## config.mk

```make
export PLATFORM = sky130hd
export DESIGN_NAME = gray_frame_controller
export DESIGN_NICKNAME = d
export VERILOG_FILES = /design/src/rtl/gray_frame_controller.sv
export SDC_FILE = /design/constraint.sdc
export NUM_CORES = 1
export LEC_CHECK = 0
export BUFFER_PORTS_ARGS = -buffer_cell sky130_fd_sc_hd__buf_2
export CAP_MARGIN = 15
export CELL_PAD_IN_SITES_DETAIL_PLACEMENT = 1
export CELL_PAD_IN_SITES_GLOBAL_PLACEMENT = 2
export CORE_MARGIN = 2
export CORE_UTILIZATION = 37
export DETAILED_ROUTE_END_ITERATION = 8
export PLACE_DENSITY_LB_ADDON = 0.1
export SETUP_SLACK_MARGIN = 0.1
export SLEW_MARGIN = 10
export SYNTH_ARGS = -nofsm -noshare
export SYNTH_HDL_FRONTEND = slang
export SYNTH_SLANG_ARGS = --single-unit
```

## constraint.sdc

```tcl
create_clock -name iCLK -period 3.4 [get_ports iCLK]
set_clock_uncertainty 0.05 [all_clocks]
set_input_delay 0.17 -clock iCLK [delete_from_list [all_inputs] [get_ports iCLK]]
set_output_delay 0.17 -clock iCLK [all_outputs]
set_load 0.05 [all_outputs]
```

## src/rtl/gray_frame_controller.sv

```systemverilog
`default_nettype none
// ============================================================================
// Module   : gray_frame_controller
// Purpose  : Frame-level sequencer for the Bayer-to-grayscale capture path;
//            arms on clean frame boundaries and tags pixels with coordinates.
// Revision : 1.0 - initial release
// ============================================================================
module gray_frame_controller #(
    parameter int H_ACTIVE     = 640,
    parameter int V_ACTIVE     = 480,
    parameter int FLUSH_CYCLES = 8,
    parameter int CLR_CYCLES   = 2
) (
    input  logic        iCLK,
    input  logic        iRST,
    input  logic        iFVAL,
    input  logic        iGrayDVAL,
    input  logic        iStart,
    input  logic        iStop,
    input  logic        iModeWr,
    input  logic [1:0]  iModeReq,
    input  logic        iErrClr,
    output logic        oPipeEn,
    output logic        oBufClr,
    output logic [1:0]  oMode,
    output logic        oPixVal,
    output logic [9:0]  oX,
    output logic [9:0]  oY,
    output logic        oSOF,
    output logic        oEOL,
    output logic        oEOF,
    output logic [15:0] oFrameCnt,
    output logic        oErr,
    output logic        oBusy
);

    localparam int c_CNT_W = $clog2(H_ACTIVE * V_ACTIVE + 1);
    localparam int c_FL_W  = (FLUSH_CYCLES > 2) ? $clog2(FLUSH_CYCLES) : 1;
    localparam int c_CL_W  = (CLR_CYCLES > 2) ? $clog2(CLR_CYCLES) : 1;

    localparam logic [2:0] c_IDLE     = 3'd0;
    localparam logic [2:0] c_ARM      = 3'd1;
    localparam logic [2:0] c_WAIT_SOF = 3'd2;
    localparam logic [2:0] c_ACTIVE   = 3'd3;
    localparam logic [2:0] c_FLUSH    = 3'd4;
    localparam logic [2:0] c_CLEAR    = 3'd5;

    localparam logic [9:0]         c_X_LAST  = 10'(H_ACTIVE - 1);
    localparam logic [9:0]         c_Y_LAST  = 10'(V_ACTIVE - 1);
    localparam logic [c_CNT_W-1:0] c_TOTAL   = c_CNT_W'(H_ACTIVE * V_ACTIVE);
    localparam logic [c_FL_W-1:0]  c_FL_LAST = c_FL_W'(FLUSH_CYCLES - 1);
    localparam logic [c_CL_W-1:0]  c_CL_LAST = c_CL_W'(CLR_CYCLES - 1);

    logic [2:0]         r_state;
    logic [2:0]         w_state_nxt;
    logic               r_fval_q;
    logic [9:0]         r_x;
    logic [9:0]         r_y;
    logic               r_done;
    logic [c_CNT_W-1:0] r_pix_cnt;
    logic [c_FL_W-1:0]  r_flush_cnt;
    logic [c_CL_W-1:0]  r_clr_cnt;
    logic               r_stop_pend;
    logic [1:0]         r_mode_pend;

    logic               w_rise;
    logic               w_fall;
    logic               w_window;
    logic               w_accept;
    logic               w_overrun;
    logic               w_flush_last;
    logic               w_clr_last;
    logic               w_count_bad;
    logic [1:0]         w_mode_req;

    assign w_rise       = iFVAL & ~r_fval_q;
    assign w_fall       = ~iFVAL & r_fval_q;
    assign w_window     = (r_state == c_ACTIVE) || (r_state == c_FLUSH);
    assign w_accept     = w_window & iGrayDVAL & ~r_done;
    assign w_overrun    = w_window & iGrayDVAL & r_done;
    assign w_flush_last = (r_state == c_FLUSH) && (r_flush_cnt == c_FL_LAST);
    assign w_clr_last   = (r_state == c_CLEAR) && (r_clr_cnt == c_CL_LAST);
    // A pixel landing in the last flush cycle still counts toward the total.
    assign w_count_bad  = w_flush_last &&
                          ((r_pix_cnt + c_CNT_W'(w_accept)) != c_TOTAL);
    assign w_mode_req   = (iModeReq == 2'd3) ? 2'd0 : iModeReq;

    always_comb begin
        w_state_nxt = r_state;
        case (r_state)
            c_IDLE: begin
                if (iStart) w_state_nxt = c_ARM;
            end
            c_ARM: begin
                if (iStop)       w_state_nxt = c_IDLE;
                else if (!iFVAL) w_state_nxt = c_WAIT_SOF;
            end
            c_WAIT_SOF: begin
                if (iStop)       w_state_nxt = c_IDLE;
                else if (w_rise) w_state_nxt = c_ACTIVE;
            end
            c_ACTIVE: begin
                if (w_fall) w_state_nxt = c_FLUSH;
            end
            c_FLUSH: begin
                if (w_flush_last) w_state_nxt = c_CLEAR;
            end
            c_CLEAR: begin
                if (w_clr_last)
                    w_state_nxt = (r_stop_pend | iStop) ? c_IDLE : c_WAIT_SOF;
            end
            default: w_state_nxt = c_IDLE;
        endcase
    end

    always_ff @(posedge iCLK or posedge iRST) begin
        if (iRST) begin
            r_state     <= c_IDLE;
            r_fval_q    <= 1'b0;
            r_x         <= '0;
            r_y         <= '0;
            r_done      <= 1'b0;
            r_pix_cnt   <= '0;
            r_flush_cnt <= '0;
            r_clr_cnt   <= '0;
            r_stop_pend <= 1'b0;
            r_mode_pend <= 2'd0;
            oPipeEn     <= 1'b0;
            oBufClr     <= 1'b0;
            oMode       <= 2'd0;
            oPixVal     <= 1'b0;
            oX          <= '0;
            oY          <= '0;
            oSOF        <= 1'b0;
            oEOL        <= 1'b0;
            oEOF        <= 1'b0;
            oFrameCnt   <= '0;
            oErr        <= 1'b0;
            oBusy       <= 1'b0;
        end else begin
            r_state  <= w_state_nxt;
            r_fval_q <= iFVAL;

            oPipeEn <= (w_state_nxt == c_ACTIVE) || (w_state_nxt == c_FLUSH);
            oBufClr <= (w_state_nxt == c_CLEAR);
            oBusy   <= (w_state_nxt != c_IDLE);

            // Position counters hold at the last pixel; later pixels are overruns.
            if (r_state == c_WAIT_SOF) begin
                r_x       <= '0;
                r_y       <= '0;
                r_done    <= 1'b0;
                r_pix_cnt <= '0;
            end else if (w_accept) begin
                r_pix_cnt <= r_pix_cnt + c_CNT_W'(1);
                if (r_x == c_X_LAST) begin
                    if (r_y == c_Y_LAST) begin
                        r_done <= 1'b1;
                    end else begin
                        r_x <= '0;
                        r_y <= r_y + 10'd1;
                    end
                end else begin
                    r_x <= r_x + 10'd1;
                end
            end

            oPixVal <= w_accept;
            oSOF    <= w_accept && (r_x == 10'd0) && (r_y == 10'd0);
            oEOL    <= w_accept && (r_x == c_X_LAST);
            oEOF    <= w_accept && (r_x == c_X_LAST) && (r_y == c_Y_LAST);
            if (w_accept) begin
                oX <= r_x;
                oY <= r_y;
            end

            r_flush_cnt <= (r_state == c_FLUSH) ? r_flush_cnt + c_FL_W'(1) : '0;
            r_clr_cnt   <= (r_state == c_CLEAR) ? r_clr_cnt + c_CL_W'(1) : '0;

            if (w_flush_last) begin
                oFrameCnt <= oFrameCnt + 16'd1;
            end

            if (w_state_nxt == c_IDLE) begin
                r_stop_pend <= 1'b0;
            end else if (iStop && (r_state != c_IDLE)) begin
                r_stop_pend <= 1'b1;
            end

            // Idle writes take effect at once; otherwise they wait for CLEAR.
            if (iModeWr) begin
                r_mode_pend <= w_mode_req;
            end
            if (r_state == c_IDLE) begin
                if (iModeWr) oMode <= w_mode_req;
            end else if (r_state == c_CLEAR) begin
                oMode <= r_mode_pend;
            end

            if (w_overrun || w_count_bad) begin
                oErr <= 1'b1;
            end else if (iErrClr) begin
                oErr <= 1'b0;
            end
        end
    end

endmodule
`default_nettype wire
```

# Yosys cells after proc, flatten, opt, wreduce, memory -nomap -nowiden
# Index checks and enable logic that the tools add are counted.
[totals]
register_bits = 97
in_bits = 10
output_inout_bits = 46
elab_cells = 115
[classes]
n_addsub = 7
eq_ne = 16
mux = 34
n_bitwise = 9
n_reduce_logical = 27
[ops]
columns = ["operator", "count"]
rows = [
  ["10-bit two-way mux", 8],
  ["19-bit two-way mux", 2],
  ["3-bit two-way mux", 9],
  ["10-bit by 1-bit adder with 10-bit output (second input constant)", 2],
  ["10-bit zero test", 2],
  ["19-bit by 1-bit adder with 19-bit output", 1],
  ["19-bit by 1-bit adder with 19-bit output (second input constant)", 1],
  ["19-bit inequality test (second input constant)", 1],
  ["3-bit one-hot mux with 6 select lines", 1],
  ["16-bit by 1-bit adder with 16-bit output (second input constant)", 1],
  ["3-bit == test (second input constant)", 5],
  ["2-bit nonzero test", 6],
  ["10-bit == test (second input constant)", 1],
  ["10-bit by 9-bit == test with 1-bit output (second input constant)", 1],
  ["2-bit two-way mux", 5],
  ["3-bit by 2-bit == test with 1-bit output (second input constant)", 3],
  ["1-bit two-way mux", 9],
  ["1-bit logical AND", 8],
  ["3-bit zero test", 2],
  ["3-bit AND reduction", 2],
  ["3-bit nonzero test", 2],
  ["1-bit bitwise AND", 5],
  ["2-bit inequality test (second input constant)", 2],
  ["2-bit AND reduction", 2],
  ["other kinds (8)", 12],
]

# Logic depth before layout (Yosys ltp)
# Gate-level depths: netlist of the first run.
[depth]
depth_word = 9
ltp_mapped = 13
ltp_nobuf = 11

# Least setup slack after synthesis of the first run
# OpenSTA, ideal clock, no wires.
[synth_path]
path_type = "reg2reg"
start = "register r_state[2]"
end = "register oErr"
setup_ns = 0.136
t_arrival_ns = 2.702
required_time_ns = 3.214
setup_slack_ns = 0.512
path_stages_with_launch = 13
n_path_buf = 2
synth_period_minus_slack_ns = 2.888
cell_sequence = "dfrtp_1 > buf_4 > or3b_4 > a21o_1 > inv_1 > buf_2 > ha_1 > nand3_1 > nor4_1 > mux2i_1 > nand3_1 > nor4_1 > a31oi_1"
[synth_via]
elab_chain_cells = 9
elab_cells_between_ends = 13
classes_between = "1 x add/sub; 3 x eq/ne; 1 x mux; 3 x bitwise; 5 x reduce/logical"
[synth_rtl]
columns = ["item", "line", "source"]
rows = [
  ["start: declaration", "54", "logic [2:0] r_state;"],
  ["start signal: assignment", "118", "r_state <= c_IDLE;"],
  ["start signal: assignment", "141", "r_state <= w_state_nxt;"],
  ["3-bit by 2-bit == test with 1-bit output or 3-bit == test (tied branches)", "78", "assign w_window = (r_state == c_ACTIVE) || (r_state == c_FLUSH);"],
  ["1-bit logical OR *", "78", ""],
  ["1-bit bitwise AND * (2 in series)", "79", "assign w_accept = w_window & iGrayDVAL & ~r_done;"],
  ["net w_accept", "69", "logic w_accept;"],
  ["19-bit by 1-bit adder with 19-bit output *", "85", "((r_pix_cnt + c_CNT_W'(w_accept)) != c_TOTAL);"],
  ["19-bit inequality test *", "85", ""],
  ["1-bit logical AND *", "84", "assign w_count_bad = w_flush_last &&"],
  ["1-bit logical OR *", "200", "if (w_overrun || w_count_bad) begin"],
  ["1-bit two-way mux or 2-bit nonzero test (tied branches)", "-", ""],
  ["end signal: assignment", "138", "oErr <= 1'b0;"],
  ["end signal: assignment", "201", "oErr <= 1'b1;"],
  ["end signal: assignment", "203", "oErr <= 1'b0;"],
  ["end: declaration", "33", "output logic oErr,"],
]
# The timed path passes the listed nets; every way through them passes the cells marked *.
# A chain may end at the register's enable or synchronous reset.

# Worst setup path after layout of the first run
[layout_path]
start = "register r_state[1]"
end = "register oErr"
[layout_via]
elab_chain_cells = 9
elab_cells_between_ends = 13
classes_between = "1 x add/sub; 3 x eq/ne; 1 x mux; 3 x bitwise; 5 x reduce/logical"
[layout_rtl]
columns = ["item", "line"]
rows = [
  ["3-bit by 2-bit == test with 1-bit output or 3-bit == test (tied branches)", "78, 81"],
  ["1-bit logical OR", "78"],
  ["1-bit bitwise AND", "79, 80"],
  ["1-bit bitwise AND", "79"],
  ["19-bit by 1-bit adder with 19-bit output", "85"],
  ["19-bit inequality test", "85"],
  ["1-bit logical AND", "84"],
  ["1-bit logical OR *", "200"],
  ["1-bit two-way mux or 2-bit nonzero test (tied branches)", "-"],
]
# Mark *: on every way between the ends. The rest lies on a longest branch, timed or not.

==> results of run 1 <==
==> metal layers <==
layer | GRT usage, % | share of wire [%] | vias to the layer above
li1 | - | - | 1704
met5 | 0 | 0 | -
met2 | 28.2 | 47 | 45
met1 | 22.8 | 49 | 1738
met3 | 2.88 | 2.3 | 12
met4 | 6.59 | 1.5 | 0
==> area by class of cell <==
type                       instances  area, um2  area share (%)
tap                              172        215            3.94
clock inverter                     6       33.8           0.619
clock buffer                      10        239            4.38
multi-input combinational        326       2160            39.6
sequential                        97       2430            44.4
inverter                          16       62.6            1.15
timing repair buffer              61        323            5.91
==> stage by stage <==
| stage | power (mW) | instances |
|---|---|---|
| 6_report | 3.40 | 688 |
| 5_1_grt | 3.63 | 688 |
| 4_1_cts | 3.46 | 688 |
| 3_5_place_dp | 2.49 | 671 |
| 3_3_place_gp | 2.47 | 671 |
| 2_1_floorplan | 2.24 | 459 |
==> flip-flops by register name (all words and copies together), names as in the netlist, 2 cells and up <==
signal / flops
oFrameCnt: 16
r_mode_pend: 2
r_pix_cnt: 19
oY: 10
r_flush_cnt: 3
r_state: 3
r_y: 10
oX: 10
r_x: 10
oMode: 2
==> layout by cell type (no fill, tap or decap), types with 6 or more instances in the layout <==
cell type  instances
buf_2             55
xor2_1            24
nand4_1           20
xnor2_1           25
nor3_1            10
nor2_1            51
ha_1              10
inv_1             15
a21oi_1           10
nand2_1           33
o21ai_0           16
mux2_2            19
dfrtp_1           97
nor2b_1            6
and3_1            17
clkbuf_16          9
nand3_1           18
==> logic make-up after synthesis <==
logic type | Yosys count | synth area share, %
AND/OR/NAND/NOR | 195 | 21.8
XOR/XNOR | 49 | 9.08
multiplexers | 23 | 5.37
adder cells (fa/ha/maj) | 10 | 2.65
AO/OA/AOI/OAI | 49 | 6.72
flip-flops | 97 | 51.3
buffers and inverters | 36 | 2.99
==> where the power goes <==
group | internal (mW) | switching [mW] | total [mW]
logic | 0.300 | 0.576 | 0.876
registers | 1.32 | 0.254 | 1.58
clock network | 0.511 | 0.437 | 0.948
==> worst min-delay path by stage <==
stage / endpoint / depth (start not counted) / slack [ns]
after floorplan: r_fval_q / 0 / 0.15
after global placement: r_fval_q / 1 / 0.27
after detailed placement: r_fval_q / 1 / 0.27
after CTS: r_state[1] / 2 / 0.03
after global routing: r_state[1] / 2 / 0.07
final: oX[7] / 2 / 0.006
==> impl_metrics.py, run 1 <==
metrics = {
    "run_status": {
        "status": "finished clean",
    },
    "grt": {
        "grtUsageTotal_pct": 17.2,
        "antenna_found_initial": 0,
        "grt-ovfl-total": 0,
        "grt_pass1_vias": 3614,
        "grt_max_degree": 82,
        "grt_pass1_wl_um": 18300,
    },
    "worst_setup_path": {
        "critical_path_class": "register to register",
        "crit_chain": "or3b_4 > a21o_1 > inv_1 > ha_1 > nand3_1 > nor4_1 > mux2i_1 > nand3_1 > nor4_1 > a31oi_1",
        "cp-end-kind": "register",
        "critPathLaunch": "r_state[1]",
        "crit_required_ns": 3.57,
        "cp.depth": 10,
        "reg2reg_depth": 10,
        "cp.arrival_ns": 3.08,
        "max_stage_delay_ns": 0.51,
        "crit_slowest_cell": "dfrtp_1",
        "crit_fanout": 12,
        "path_buf_inv": 1,
        "startpoint_type": "register",
        "cp-endpoint": "oErr",
        "r2r_setup_slack_ns": 0.49,
        "critical_path.top_delay_family": "simple AND/OR/NAND/NOR gates",
        "timing.rr.start": "r_state[1]",
        "timing.rr.end": "oErr",
    },
    "placement": {
        "dp_hpwl_um": 7540,
        "pre_cts_ws_ns": 0.566,
        "dpl-instance-area_mm2": 0.00518,
        "place.gp.congestion": 0.778,
        "port_buffers": 55,
    },
    "yosys": {
        "ys_ff_latch": 97,
        "synth_enable_flop_cells": 0,
        "ys_seq_area_share_pct": 51.3,
        "yosysMostFrequentCell": "dfrtp_1",
        "syn_avg_cell_area_um2": 10.3,
        "syn-num-nets": 479,
        "synthArstFlopShare_pct": 100,
        "syn_inst": 459,
        "ys_warn_count": 0,
        "synth_area_leaders": "dfrtp_1, xnor2_1, mux2_2, xor2_1, nor2_1",
        "synth_common_cells": "dfrtp_1, nor2_1, nand2_1",
        "synth-main-ff-cell": "dfrtp_1",
        "ys_types": 50,
        "synth_top_area_share_pct": 51.3,
        "netlist.top_cell.by_area": "dfrtp_1",
        "synth_area_mm2": 0.00473,
    },
    "final_layout": {
        "fin_area_mm2": 0.00546,
        "fill_cells": 1424,
        "fin_util_pct": 43.5,
        "finalNetCount": 531,
        "area_delta_synth_final_pct": 15.5,
        "drive_gt1_share_pct": 19.8,
        "diodes": 0,
    },
    "cts": {
        "cts_tree": "built",
        "h-tree-depth": 3,
        "cts.sinks": 97,
        "cts_buffers": 9,
        "post-cts-setup-buffers": 0,
        "clk_path_buf_depth": 2,
        "ctsResizeCount": 0,
        "hold_buffers": 1,
        "root_buffer": "clkbuf_16",
        "insertion_delay_ns": 0.35,
        "cts.reportedPaths.clkPinSlew_ns": 0.07,
    },
    "detailed_routing": {
        "drcViolationCount": 0,
        "avgRoutedWirePerCell_um": 15.7,
        "finalWirelength_um": 10800,
        "ant_nets": 0,
        "vias_per_cell": 5.09,
        "drtIter0Drc": 89,
        "vias": 3499,
        "firstDrtPassIters": 4,
    },
    "floorplan": {
        "core_area_mm2": 0.0126,
        "die_y_um": 117,
        "ios": 56,
        "floorplan.rows": 41,
        "start_util_pct": 37.6,
        "die_area_mm2": 0.0137,
        "die_w_um": 117,
    },
    "timing": {
        "tns_ns": 0,
        "grt_setup_unrepaired": "no",
        "maxSlewViolCount": 0,
        "period_needed_ns": 2.91,
        "timing.final.crit_share_pct": 85.7,
        "whs_ns": 0.00595,
        "final-setup-viol-count": 0,
        "max_slew.worst_pin.slew_ns": 1.01,
        "fmax_mhz": 343,
        "hold_violations": 0,
        "maxSlewHeadroom_pct": 32.7,
        "fin_ws_ns": 0.486,
    },
    "power_and_ir_drop": {
        "power_density_mw_per_mm2": 623,
        "peakVddDrop_uv": 379,
        "cellLeakagePower_nw": 2.68,
    },
    "job": {
        "cap_violations": 0,
    },
    "min_path": {
        "min-delay-path-class": "input pin to async pin",
    },
}
(Power assumes the default switching activity.)
==> run 2: changes to the inputs <==
Settings changed: CORE_ASPECT_RATIO from default to 0.7.
==> run 2 against run 1 <==
  * Via count increased by 2.9%
  * Wire length increased by 7.7%
  * Non-clock buffer count increased by 4
  * Total power increased by 2.8%
  * Critical path depth unchanged
  * Maximum frequency increased by 1.5%
  * Worst hold slack improved by 0.062 ns
  * Sequential power about the same
  * First-iteration DRC count increased by 54%
  * Setup slack improved by 0.044 ns
==> impl_metrics.py, run 2 (synthesis gave the netlist of run 1 again) <==
metrics = {
    "placement": {
        "pre_cts_ws_ns": 0.593,
        "port_buffers": 55,
        "place.gp.congestion": 0.805,
        "dp_hpwl_um": 8240,
        "dpl.cell_count": 664,
    },
    "timing": {
        "fin_ws_ns": 0.530,
        "period_needed_ns": 2.87,
        "fmax_mhz": 348,
        "maxSlewViolCount": 0,
        "timing.final.crit_share_pct": 84.4,
        "grt_setup_unrepaired": "no",
        "max_slew.worst_pin.slew_ns": 0.768,
        "maxSlewHeadroom_pct": 48.8,
        "tns_ns": 0,
        "whs_ns": 0.0684,
        "hold_violations": 0,
        "final-setup-viol-count": 0,
    },
    "cts": {
        "root_buffer": "clkbuf_16",
        "insertion_delay_ns": 0.35,
        "cts.reportedPaths.clkPinSlew_ns": 0.06,
        "h-tree-depth": 3,
        "clk_path_buf_depth": 2,
        "cts_tree": "built",
        "cts_buffers": 9,
        "cts.sinks": 97,
        "post-cts-setup-buffers": 0,
    },
    "worst_setup_path": {
        "startpoint_type": "register",
        "timing.rr.end": "oErr",
        "timing.rr.start": "r_state[1]",
        "critical_path_class": "register to register",
        "cp-end-kind": "register",
        "crit_required_ns": 3.56,
        "critPathLaunch": "r_state[1]",
        "reg2reg_depth": 10,
        "r2r_setup_slack_ns": 0.53,
        "cp-endpoint": "oErr",
        "crit_fanout": 12,
        "cp.arrival_ns": 3.03,
    },
    "final_layout": {
        "fin_util_pct": 44.1,
        "finalNetCount": 535,
        "multi_input_area_mm2": 0.00216,
        "drive_gt1_share_pct": 20.0,
        "diodes": 0,
        "largest_register_ffs": 19,
        "area_delta_synth_final_pct": 16.4,
        "fill_cells": 1421,
        "largest_register": "r_pix_cnt",
        "fin_cells": 682,
        "final_common_cell": "dfrtp_1",
        "reg.largest.list": "r_pix_cnt (19), oFrameCnt (16)",
        "final_cell_mix": "dfrtp_1, buf_2, nor2_1, nand2_1, xnor2_1",
        "seqCellArea_mm2": 0.00243,
    },
    "job": {
        "cap_violations": 0,
    },
    "grt": {
        "antenna_found_initial": 0,
        "grt_pass1_wl_um": 20000,
        "grt_pass1_vias": 3718,
        "grt_max_degree": 61,
        "grt-ovfl-total": 0,
        "grtUsageTotal_pct": 18.2,
    },
    "floorplan": {
        "core_area_mm2": 0.0125,
        "floorplan.rows": 34,
        "ios": 56,
        "start_util_pct": 37.9,
        "die_area_mm2": 0.0137,
        "die_y_um": 98.6,
        "die_w_um": 139,
    },
    "detailed_routing": {
        "vias_per_cell": 5.28,
        "ant_nets": 0,
        "finalWirelength_um": 11700,
        "drcViolationCount": 0,
        "avgRoutedWirePerCell_um": 17.1,
        "vias": 3601,
        "drtIter0Drc": 137,
        "firstDrtPassIters": 4,
    },
    "power_and_ir_drop": {
        "cellLeakagePower_nw": 2.70,
        "power_density_mw_per_mm2": 635,
        "peakVddDrop_uv": 336,
    },
    "min_path": {
        "min-delay-path-class": "input pin to register",
    },
    "run_status": {
        "status": "finished clean",
    },
}
-- run 2: per-stage QoR --
step / power (mW) / area (um2)
detailed placement: 2.52 / 5190
CTS: 3.54 / 5500
floorplan: 2.24 / 4730
global placement: 2.49 / 5190
global route: 3.71 / 5500
finish: 3.50 / 5500
-- run 2: power by group --
part           internal [mW]  total (mW)  switching [mW]  leakage, nW
sequential              1.32        1.57           0.247         1.33
combinational          0.311       0.925           0.614         1.23
clock                  0.560        1.00           0.441        0.146
-- run 2: how the worst min path moves through the flow --
stage / startpoint / endpoint / slack, ns / depth (start not counted)
6_report: iModeWr / r_mode_pend[0] / 0.07 / 2
5_1_grt: iModeWr / r_mode_pend[1] / 0.08 / 2
3_3_place_gp: iFVAL / r_fval_q / 0.28 / 1
2_1_floorplan: iFVAL / r_fval_q / 0.15 / 0
3_5_place_dp: iFVAL / r_fval_q / 0.27 / 1
4_1_cts: iModeWr / r_mode_pend[0] / 0.06 / 2
-- run 2: critical path: stages (launching register included) --
cell     delay (ns)
dfrtp_1        0.51
or3b_4         0.48
a21o_1         0.18
inv_1          0.08
ha_1           0.17
nand3_1        0.18
nor4_1         0.38
mux2i_1        0.24
nand3_1        0.09
nor4_1         0.28
a31oi_1        0.11
-- run 2: layer usage --
| layer | wire (um) | GRT usage [%] | vias to the layer above | part of all wire, % |
|---|---|---|---|---|
| met4 | 122 | 4.66 | 0 | 1.0 |
| met3 | 449 | 3.98 | 9 | 3.8 |
| met1 | 6040 | 26.5 | 1818 | 52 |
| met2 | 5050 | 27.9 | 64 | 43 |
| met5 | 0 | 0 | - | 0 |
| li1 | - | - | 1710 | - |
-- run 2: timing repair --
action                    4_1_cts  5_1_grt
hold buffers                    2        0
hold endpoints to repair       59        0
gates resized for setup         0        0
-- run 2: final cells by class --
| type | instances | share of cell area, % |
|---|---|---|
| clock inverters | 3 | 0.409 |
| flip-flops and latches | 97 | 44.1 |
| well taps | 162 | 3.68 |
| inverters | 16 | 1.14 |
| multi-input cells | 326 | 39.3 |
| repair buffers | 65 | 6.46 |
| clock buffers | 13 | 4.91 |
==> run 3: changes to the inputs <==
Clock period 3.4 ns to 2.9 ns, I/O delays scaled along.
==> run 3 against run 2 <==
  * Clock power rose by 20%
  * Setup slack got worse by 0.17 ns
  * Wire length fell by 2.0%
  * Maximum frequency rose by 13%
  * First-iteration DRC count rose by 43%
==> impl_metrics.py, run 3 (synthesis gave the netlist of run 1 again) <==
metrics = {
    "detailed_routing": {
        "finalWirelength_um": 11400,
        "ant_nets": 0,
        "vias": 3635,
        "avgRoutedWirePerCell_um": 16.6,
        "drcViolationCount": 0,
        "vias_per_cell": 5.28,
        "firstDrtPassIters": 4,
        "drtIter0Drc": 196,
    },
    "final_layout": {
        "diodes": 0,
        "fill_cells": 1400,
        "final_cell_mix": "dfrtp_1, buf_2, nor2_1, nand2_1, xnor2_1",
        "area_delta_synth_final_pct": 18.1,
        "drive_gt1_share_pct": 21.5,
        "largest_register": "r_pix_cnt",
        "finalNetCount": 541,
        "final_common_cell": "dfrtp_1",
        "fin_util_pct": 44.8,
        "fin_area_mm2": 0.00558,
        "reg.largest.list": "r_pix_cnt (19), oFrameCnt (16)",
        "seqCellArea_mm2": 0.00243,
        "largest_register_ffs": 19,
        "fin_cells": 688,
        "multi_input_area_mm2": 0.00218,
    },
    "timing": {
        "final-setup-viol-count": 0,
        "whs_ns": 0.0480,
        "hold_violations": 0,
        "max_slew.worst_pin.slew_ns": 0.731,
        "grt_setup_unrepaired": "no",
        "fin_ws_ns": 0.364,
        "period_needed_ns": 2.54,
        "fmax_mhz": 394,
        "timing.final.crit_share_pct": 87.5,
        "tns_ns": 0,
        "maxSlewViolCount": 0,
        "maxSlewHeadroom_pct": 51.3,
    },
    "worst_setup_path": {
        "crit_fanout": 5,
        "cp.arrival_ns": 2.70,
        "critical_path_class": "register to register",
        "startpoint_type": "register",
        "crit_required_ns": 3.06,
        "cp-end-kind": "register",
    },
    "cts": {
        "cts.reportedPaths.clkPinSlew_ns": 0.07,
        "cts_tree": "built",
        "post-cts-setup-buffers": 0,
        "h-tree-depth": 3,
        "clk_path_buf_depth": 2,
        "cts.sinks": 97,
        "root_buffer": "clkbuf_16",
        "insertion_delay_ns": 0.34,
        "cts_buffers": 9,
    },
    "power_and_ir_drop": {
        "combinationalPowerShare_pct": 27.6,
        "power_density_mw_per_mm2": 747,
        "power_mw": 4.17,
        "peakVddDrop_uv": 370,
        "cellLeakagePower_nw": 2.73,
        "p_sw_mw": 1.55,
        "pwr-share-clk_pct": 28.9,
        "intPower_mw": 2.62,
        "seqPwrFrac_pct": 43.5,
        "swShare_pct": 37.1,
    },
    "floorplan": {
        "start_util_pct": 37.9,
        "floorplan.rows": 34,
        "core_area_mm2": 0.0125,
        "die_y_um": 98.6,
        "die_area_mm2": 0.0137,
        "die_w_um": 139,
        "ios": 56,
    },
    "grt": {
        "grtUsageTotal_pct": 17.5,
        "antenna_found_initial": 0,
        "grt_pass1_vias": 3729,
        "grt_pass1_wl_um": 19500,
        "grt-ovfl-total": 0,
        "grt_max_degree": 57,
    },
    "placement": {
        "dpl-instance-area_mm2": 0.00526,
        "port_buffers": 55,
        "place.gp.congestion": 0.856,
        "dp_hpwl_um": 8220,
        "dpl.cell_count": 670,
        "pre_cts_ws_ns": 0.294,
    },
    "run_status": {
        "status": "finished clean",
    },
    "job": {
        "cap_violations": 0,
    },
    "min_path": {
        "min-delay-path-class": "input pin to register",
    },
}
-- run 3: cell count changes in the layout (fill, tap and decap cells not counted), moves of 2 or more --
cell | before | now
buf_4 | 8 | 13
clkbuf_8 | 3 | 0
clkinvlp_4 | 0 | 2
nor4_1 | 5 | 3
nor4_2 | 0 | 2
-- run 3: cell type report --
| class | instances | share of cell area, % |
|---|---|---|
| sequential | 97 | 43.5 |
| multi-input combinational | 326 | 39.0 |
| timing repair buffer | 71 | 7.40 |
| clock buffer | 11 | 4.17 |
| tap | 162 | 3.63 |
| clock inverter | 5 | 1.17 |
| inverter | 16 | 1.12 |
-- run 3: worst max-delay path: stages (launching register included) --
cell and delay (ns):
dfrtp_1 0.39, or3b_4 0.43, a21o_1 0.19, inv_2 0.06
ha_1 0.16, ha_1 0.20, and3_1 0.21, o2111ai_1 0.13
o31ai_1 0.11, nand3_1 0.11, nor4_1 0.27, a31oi_1 0.11
-- run 3: timing repair --
action | CTS | global route
hold buffers | 2 | 0
setup endpoints to repair | 0 | 1
gates resized for setup | 0 | 1
hold endpoints to repair | 55 | 0
-- run 3: final timing paths --
| check | startpoint | to | slack, ns | depth (start not counted) |
|---|---|---|---|---|
| worst max-delay path | r_state[1] | oErr | 0.36 | 11 |
| worst min-delay path | iModeWr | r_mode_pend[0] | 0.05 | 2 |
| worst max register to register | r_state[1] | oErr | 0.36 | 11 |
| worst min register to register | r_flush_cnt[0] | r_flush_cnt[0] | 0.41 | 1 |
| max in group asynchronous | iRST | r_pix_cnt[16] | 1.71 | 4 |
| min in group asynchronous | iRST | oFrameCnt[7] | 0.42 | 3 |
-- run 3: layer usage --
metal | routed length (um) | GRT usage, %
met1 | 6030 | 26.0
met3 | 456 | 4.28
met2 | 4830 | 25.7
met5 | 0 | 0
met4 | 110 | 4.51
-- run 3: power by group through the flow --
stage / Combinational [mW] / Sequential [mW] / Clock [mW]
5_1_grt: 1.27 / 1.85 / 1.31
3_5_place_dp: 1.15 / 1.83 / 0
2_1_floorplan: 0.685 / 1.94 / 0
3_3_place_gp: 1.13 / 1.83 / 0
4_1_cts: 1.16 / 1.81 / 1.25
6_report: 1.15 / 1.81 / 1.20
